==> src/rtl/soc_dbg_ring_meander.sv <==
// Debug-ring interconnect for an X x Y mesh: the debug interface and every
// tile are chained in meander (boustrophedon) order on each ring channel,
// with a FWFT FIFO on every hop, runtime tile bypass that only switches while
// the ring is idle, and saturating per-ring delivered-flit counters.

// Per-hop first-word-fall-through FIFO; DEPTH=0 degenerates to a wire.
module soc_dbg_ring_meander_fifo #(
  parameter int DATA_W = 18,
  parameter int DEPTH  = 1
) (
  input  logic              clk,
  input  logic              rst,
  input  logic [DATA_W-1:0] in_flit,
  input  logic              in_valid,
  output logic              in_ready,
  output logic [DATA_W-1:0] out_flit,
  output logic              out_valid,
  input  logic              out_ready,
  output logic              empty
);

  if (DEPTH == 0) begin : g_wire
    logic unused_ctl;
    assign unused_ctl = clk ^ rst;
    assign out_flit  = in_flit;
    assign out_valid = in_valid;
    assign in_ready  = out_ready;
    assign empty     = 1'b1;
  end else begin : g_buf
    localparam int PW = (DEPTH > 1) ? $clog2(DEPTH) : 1;
    localparam int CW = $clog2(DEPTH + 1);
    localparam logic [PW-1:0] LAST = PW'(DEPTH - 1);

    logic [DATA_W-1:0] mem [DEPTH];
    logic [PW-1:0]     wr_ptr;
    logic [PW-1:0]     rd_ptr;
    logic [CW-1:0]     cnt;
    logic              push;
    logic              pop;

    // Ready is simply "not full": no push is accepted into a full FIFO even
    // if the head is leaving in the same cycle.
    assign in_ready  = (cnt != CW'(DEPTH));
    assign out_valid = (cnt != '0);
    assign empty     = (cnt == '0);
    assign out_flit  = mem[rd_ptr];
    assign push      = in_valid & in_ready;
    assign pop       = out_valid & out_ready;

    // Occupancy and pointers; reset empties the FIFO, dropping in-flight flits.
    always_ff @(posedge clk) begin
      if (rst) begin
        wr_ptr <= '0;
        rd_ptr <= '0;
        cnt    <= '0;
      end else begin
        if (push) wr_ptr <= (wr_ptr == LAST) ? '0 : wr_ptr + PW'(1);
        if (pop)  rd_ptr <= (rd_ptr == LAST) ? '0 : rd_ptr + PW'(1);
        case ({push, pop})
          2'b10:   cnt <= cnt + CW'(1);
          2'b01:   cnt <= cnt - CW'(1);
          default: cnt <= cnt;
        endcase
      end
    end

    // Flit storage carries no reset; validity lives in the occupancy count.
    always_ff @(posedge clk) begin
      if (push) mem[wr_ptr] <= in_flit;
    end
  end

endmodule

module soc_dbg_ring_meander #(
  parameter int X         = 2,
  parameter int Y         = 2,
  parameter int RINGS     = 2,
  parameter int FLIT_W    = 18,
  parameter int HOP_DEPTH = 1,
  parameter logic [X*Y-1:0] BYPASS_RESET = '0
) (
  input  logic                      clk,
  input  logic                      rst,
  input  logic [RINGS*FLIT_W-1:0]   if_out_flit,
  input  logic [RINGS-1:0]          if_out_valid,
  output logic [RINGS-1:0]          if_out_ready,
  output logic [RINGS*FLIT_W-1:0]   if_in_flit,
  output logic [RINGS-1:0]          if_in_valid,
  input  logic [RINGS-1:0]          if_in_ready,
  output logic [X*Y*RINGS*FLIT_W-1:0] tile_in_flit,
  output logic [X*Y*RINGS-1:0]      tile_in_valid,
  input  logic [X*Y*RINGS-1:0]      tile_in_ready,
  input  logic [X*Y*RINGS*FLIT_W-1:0] tile_out_flit,
  input  logic [X*Y*RINGS-1:0]      tile_out_valid,
  output logic [X*Y*RINGS-1:0]      tile_out_ready,
  input  logic [X*Y-1:0]            bypass_req,
  output logic [X*Y-1:0]            bypass_active,
  output logic                      quiescent,
  output logic [RINGS*32-1:0]       flit_count
);

  localparam int N = X * Y;

  // k-th tile visited by the ring: even rows left-to-right, odd rows reversed.
  function automatic int order_of(input int k);
    int row;
    int col;
    row = k / X;
    col = k % X;
    if ((row % 2) == 1) col = X - 1 - col;
    return row * X + col;
  endfunction

  // Hop k input side (hi_*) and output side (ho_*), per ring.
  logic [FLIT_W-1:0] hi_flit  [RINGS][N+1];
  logic              hi_valid [RINGS][N+1];
  logic              hi_ready [RINGS][N+1];
  logic [FLIT_W-1:0] ho_flit  [RINGS][N+1];
  logic              ho_valid [RINGS][N+1];
  logic              ho_ready [RINGS][N+1];
  logic              h_empty  [RINGS][N+1];

  for (genvar r = 0; r < RINGS; r++) begin : g_ring
    for (genvar k = 0; k <= N; k++) begin : g_hop
      soc_dbg_ring_meander_fifo #(
        .DATA_W (FLIT_W),
        .DEPTH  (HOP_DEPTH)
      ) u_fifo (
        .clk       (clk),
        .rst       (rst),
        .in_flit   (hi_flit[r][k]),
        .in_valid  (hi_valid[r][k]),
        .in_ready  (hi_ready[r][k]),
        .out_flit  (ho_flit[r][k]),
        .out_valid (ho_valid[r][k]),
        .out_ready (ho_ready[r][k]),
        .empty     (h_empty[r][k])
      );
    end

    assign hi_flit[r][0]  = if_out_flit[r*FLIT_W +: FLIT_W];
    assign hi_valid[r][0] = if_out_valid[r];
    assign if_out_ready[r] = hi_ready[r][0];

    // Tile between hop k-1 and hop k; a bypassed tile is spliced out and
    // sees neither valid nor ready, while both hop FIFOs stay in the path.
    for (genvar k = 1; k <= N; k++) begin : g_tile
      localparam int T   = order_of(k - 1);
      localparam int IDX = T * RINGS + r;

      assign tile_in_flit[IDX*FLIT_W +: FLIT_W] = ho_flit[r][k-1];
      assign tile_in_valid[IDX]  = ho_valid[r][k-1] & ~bypass_active[T];
      assign tile_out_ready[IDX] = hi_ready[r][k] & ~bypass_active[T];
      assign ho_ready[r][k-1]    = bypass_active[T] ? hi_ready[r][k] : tile_in_ready[IDX];
      assign hi_flit[r][k]       = bypass_active[T] ? ho_flit[r][k-1]
                                                    : tile_out_flit[IDX*FLIT_W +: FLIT_W];
      assign hi_valid[r][k]      = bypass_active[T] ? ho_valid[r][k-1] : tile_out_valid[IDX];
    end

    assign if_in_flit[r*FLIT_W +: FLIT_W] = ho_flit[r][N];
    assign if_in_valid[r] = ho_valid[r][N];
    assign ho_ready[r][N] = if_in_ready[r];
  end

  // Ring is idle when nothing is buffered and nobody is offering a flit.
  always_comb begin
    quiescent = ~|if_out_valid;
    for (int r = 0; r < RINGS; r++) begin
      for (int k = 0; k <= N; k++) begin
        if (!h_empty[r][k]) quiescent = 1'b0;
      end
    end
    for (int t = 0; t < N; t++) begin
      for (int r = 0; r < RINGS; r++) begin
        if (!bypass_active[t] && tile_out_valid[t*RINGS+r]) quiescent = 1'b0;
      end
    end
  end

  // Bypass mask only follows the request while idle, so a packet is never split.
  always_ff @(posedge clk) begin
    if (rst)            bypass_active <= BYPASS_RESET;
    else if (quiescent) bypass_active <= bypass_req;
  end

  for (genvar r = 0; r < RINGS; r++) begin : g_cnt
    logic [31:0] cnt_q;

    // Saturating count of flits handed back to the debug interface.
    always_ff @(posedge clk) begin
      if (rst) begin
        cnt_q <= '0;
      end else if (if_in_valid[r] && if_in_ready[r] && (cnt_q != 32'hFFFF_FFFF)) begin
        cnt_q <= cnt_q + 32'd1;
      end
    end

    assign flit_count[r*32 +: 32] = cnt_q;
  end

endmodule
==> config.mk <==
export PLATFORM = sky130hd
export DESIGN_NAME = soc_dbg_ring_meander
export DESIGN_NICKNAME = d
export VERILOG_FILES = /design/src/rtl/soc_dbg_ring_meander.sv
export SDC_FILE = /design/constraint.sdc
export NUM_CORES = 1
export LEC_CHECK = 0
export BUFFER_PORTS_ARGS = -buffer_cell sky130_fd_sc_hd__buf_2
export CAP_MARGIN = 20
export CELL_PAD_IN_SITES_DETAIL_PLACEMENT = 0
export CELL_PAD_IN_SITES_GLOBAL_PLACEMENT = 1
export CORE_ASPECT_RATIO = 0.9
export CORE_MARGIN = 5
export CORE_UTILIZATION = 30
export CTS_CLUSTER_DIAMETER = 30
export DETAILED_ROUTE_END_ITERATION = 12
export GPL_ROUTABILITY_DRIVEN = 1
export PLACE_DENSITY_LB_ADDON = 0.1
export SLEW_MARGIN = 20
export SYNTH_ARGS = -nofsm -noshare
export SYNTH_HDL_FRONTEND = slang
export SYNTH_SLANG_ARGS = --single-unit
==> constraint.sdc <==
create_clock -name clk -period 4.7 [get_ports clk]
set_input_delay 0.94 -clock clk [delete_from_list [all_inputs] [get_ports clk]]
set_output_delay 0.94 -clock clk [all_outputs]
set_load 0.02 [all_outputs]
==> results.yml <==
status:
  status: "completed"
critical_path:
  start_kind: "register"
  max_stage_delay_ns: 0.69
  rr_startpoint: "g_cnt[1].cnt_q[5]$_SDFFE_PP0P_"
  end_kind: "output port"
  r2r_slack_ns: 1.90
  worst-path-buf-inv: 1
  worstPathRequired_ns: 3.76
  arrival_ns: 2.61
  crit_fanout: 7
  path_cells: "nor4_1 -> o2111ai_1 -> nor3_2 -> buf_2"
  reg2reg_to: "g_cnt[1].cnt_q[27]$_SDFFE_PP0P_"
  cpMaxStageDelayCell: "nor4_1"
  worstRegToRegCells: 6
  cpLargestDelayFamily: "simple AND/OR/NAND/NOR gates"
  crit_type: "register to output port"
timing:
  hold_viol_final: 0
  fmax_ghz: 0.281
  min_period_over_period_pct: 75.6
  finalSetupViolCount: 0
  skew_ns: 0.0202
  drv_slew: 0
  tns_ns: 0
  worst_hold_slack_ns: 0.501
  post-route-min-period_ns: 3.55
  rsz0062_at_grt: "no"
  worst_pin_slew_ns: 0.824
  maxSlewHeadroom_pct: 45.1
logic_synthesis:
  syn-instance-count: 860
  syn_area_mm2: 0.0114
  ys_warn_count: 0
  synth_nets: 1068
  async_flop_share_pct: 0
  synth_ff_type: "edfxtp_1"
  synth_edf_count: 180
  ys_seq_elements: 258
  ys_types: 61
  yosysSeqAreaShare_pct: 61.2
  synth_area_per_cell_um2: 13.2
floorplan:
  die_h_um: 195
  die_w_um: 215
  rows: 67
  die-area_mm2: 0.0420
  ioPinCount: 475
  core_mm2: 0.0374
  initial_utilization_pct: 30.5
cts:
  cts_hold_buf: 0
  cts_resized: 0
  cts_buffers: 70
  cts_tree: "built"
  clk_latency_ns: 0.57
  clock-sinks: 258
  clock_path_buffers: 3
  cts_root_buf: "clkbuf_16"
  path_clk_slew_ns: 0.04
  cts_setup_buffers: 0
  cts_max_level: 3
hold_path:
  hold_class: "register to register"
  hold_path.startpoint: "g_cnt[1].cnt_q[30]$_SDFFE_PP0P_"
  whs_endpoint: "g_cnt[1].cnt_q[30]$_SDFFE_PP0P_"
  worstHoldPathCells: 2
route:
  drtPass1Iterations: 4
  drtIter0Drc: 477
  routed_via_density: 4.86
  antenna_left: 0
  drc: 0
  via_count: 9340
  wl_per_cell_um: 22.9
  finalWirelength_um: 44100
place:
  port-buffer-count: 474
  placed_area_mm2: 0.0143
  place_congestion: 0.792
  dp_hpwl_um: 32800
pwr:
  power_mw: 8.16
  max-vdd-ir-drop_mv: 0.285
  leakage_nw: 6.82
  p_per_area_mw_per_mm2: 485
global_routing:
  grt_pass1_wl_um: 64600
  gr-total-overflow: 0
  antenna_found_initial: 9
  grt_util_all_layers_pct: 20.3
  grt_pass1_vias: 9748
  grt_max_degree: 50
finish:
  final_nets: 1586
  fillers: 3558
  final_common_cell: "buf_2"
  mostFrequentLayoutCells: "buf_2, edfxtp_1, mux2_2"
  syn_to_final_growth_pct: 47.6
  multi_input_area_mm2: 0.00417
  regArea_mm2: 0.00697
  layout-drive-gt1-share_pct: 55.2
  design_area_mm2: 0.0168
run:
  cap_violations: 0
==> how the worst max path moves through the flow <==
stage / startpoint / to / slack [ns] / cells past startpoint
detailed placement: if_out_valid[0] / quiescent / 1.55 / 5
floorplan: if_out_valid[1] / quiescent / 1.93 / 3
finish: g_ring[0].g_hop[3].u_fifo.out_valid$_SDFFE_PP0P_ / quiescent / 1.15 / 4
global placement: if_out_valid[0] / quiescent / 1.58 / 5
global route: g_ring[1].g_hop[3].u_fifo.out_valid$_SDFFE_PP0P_ / quiescent / 1.04 / 4
CTS: g_ring[0].g_hop[3].u_fifo.out_valid$_SDFFE_PP0P_ / quiescent / 1.18 / 4
==> report_power, final <==
group / internal (mW) / total [mW] / switching [mW]
combinational: 0.199 / 0.537 / 0.338
clock: 3.59 / 4.99 / 1.40
sequential: 2.57 / 2.63 / 0.0644
==> synthesized netlist by cell type, drive strengths merged (3+ instances only) <==
| cell type | n | area (um2) |
|---|---|---|
| or3 | 24 | 150 |
| nor2 | 67 | 251 |
| inv | 10 | 37.5 |
| nand4 | 15 | 145 |
| buf | 22 | 154 |
| mux2 | 154 | 1750 |
| and4 | 7 | 65.1 |
| nor3 | 7 | 40.0 |
| and3 | 5 | 36.3 |
| a211oi | 5 | 37.5 |
| a21oi | 51 | 255 |
| nand3 | 28 | 140 |
| xor2 | 4 | 35.0 |
| and2 | 5 | 31.3 |
| o31ai | 14 | 105 |
| dfxtp | 78 | 1560 |
| o2111ai | 3 | 32.5 |
| o21ai | 33 | 165 |
| nand2 | 39 | 149 |
| xnor2 | 6 | 52.6 |
| or4 | 14 | 109 |
| nor2b | 15 | 93.8 |
| edfxtp | 180 | 5410 |
| clkbuf | 23 | 86.3 |
| mux2i | 12 | 120 |
| nor4 | 16 | 166 |
==> flip-flops by register name, summed over array words and instances, names as in the netlist <==
name / cells
bypass_active: 4
g_ring.g_hop.u_fifo.g_buf.mem: 180
g_ring.g_hop.u_fifo.out_valid: 10
g_cnt.cnt_q: 64
==> area by class of cell <==
cell class	instances	share of cell area, %
flip-flops and latches	258	41.5
multi-input cells	547	24.8
repair buffers	491	14.9
clock buffers	93	12.0
well taps	483	3.60
clock inverters	36	2.93
inverters	10	0.223
diodes	4	0.0595
==> per-layer routing <==
metal	share of wire, %	up-vias	track usage [%]
li1	-	4353	-
met1	40	4534	23.8
met2	49	378	34.1
met3	8.8	65	8.57
met4	1.9	10	5.88
met5	0.14	-	0
==> per-stage QoR <==
step           setup slack, ns  cells  util (%)
4_1_cts                   1.18   1918      44.9
5_1_grt                   1.04   1921      45.0
3_3_place_gp              1.58   1789      38.2
6_report                  1.15   1922      45.0
2_1_floorplan             1.93    860         -
3_5_place_dp              1.55   1789      38.2
==> worst min-delay path: stages, from the launching register on <==
cell,delay (ns)
dfxtp_1,0.32
o21ai_0,0.07
a21oi_1,0.06
==> cell families after synthesis <==
kind of cell / synth area share [%]
flops: 61.2
simple gates: 13.0
mux: 16.4
compound gates: 6.01
buf+inv: 2.44
xor+xnor: 0.769
fa+ha+maj: 0.220
No activity file was read; power rests on OpenSTA's default activity.
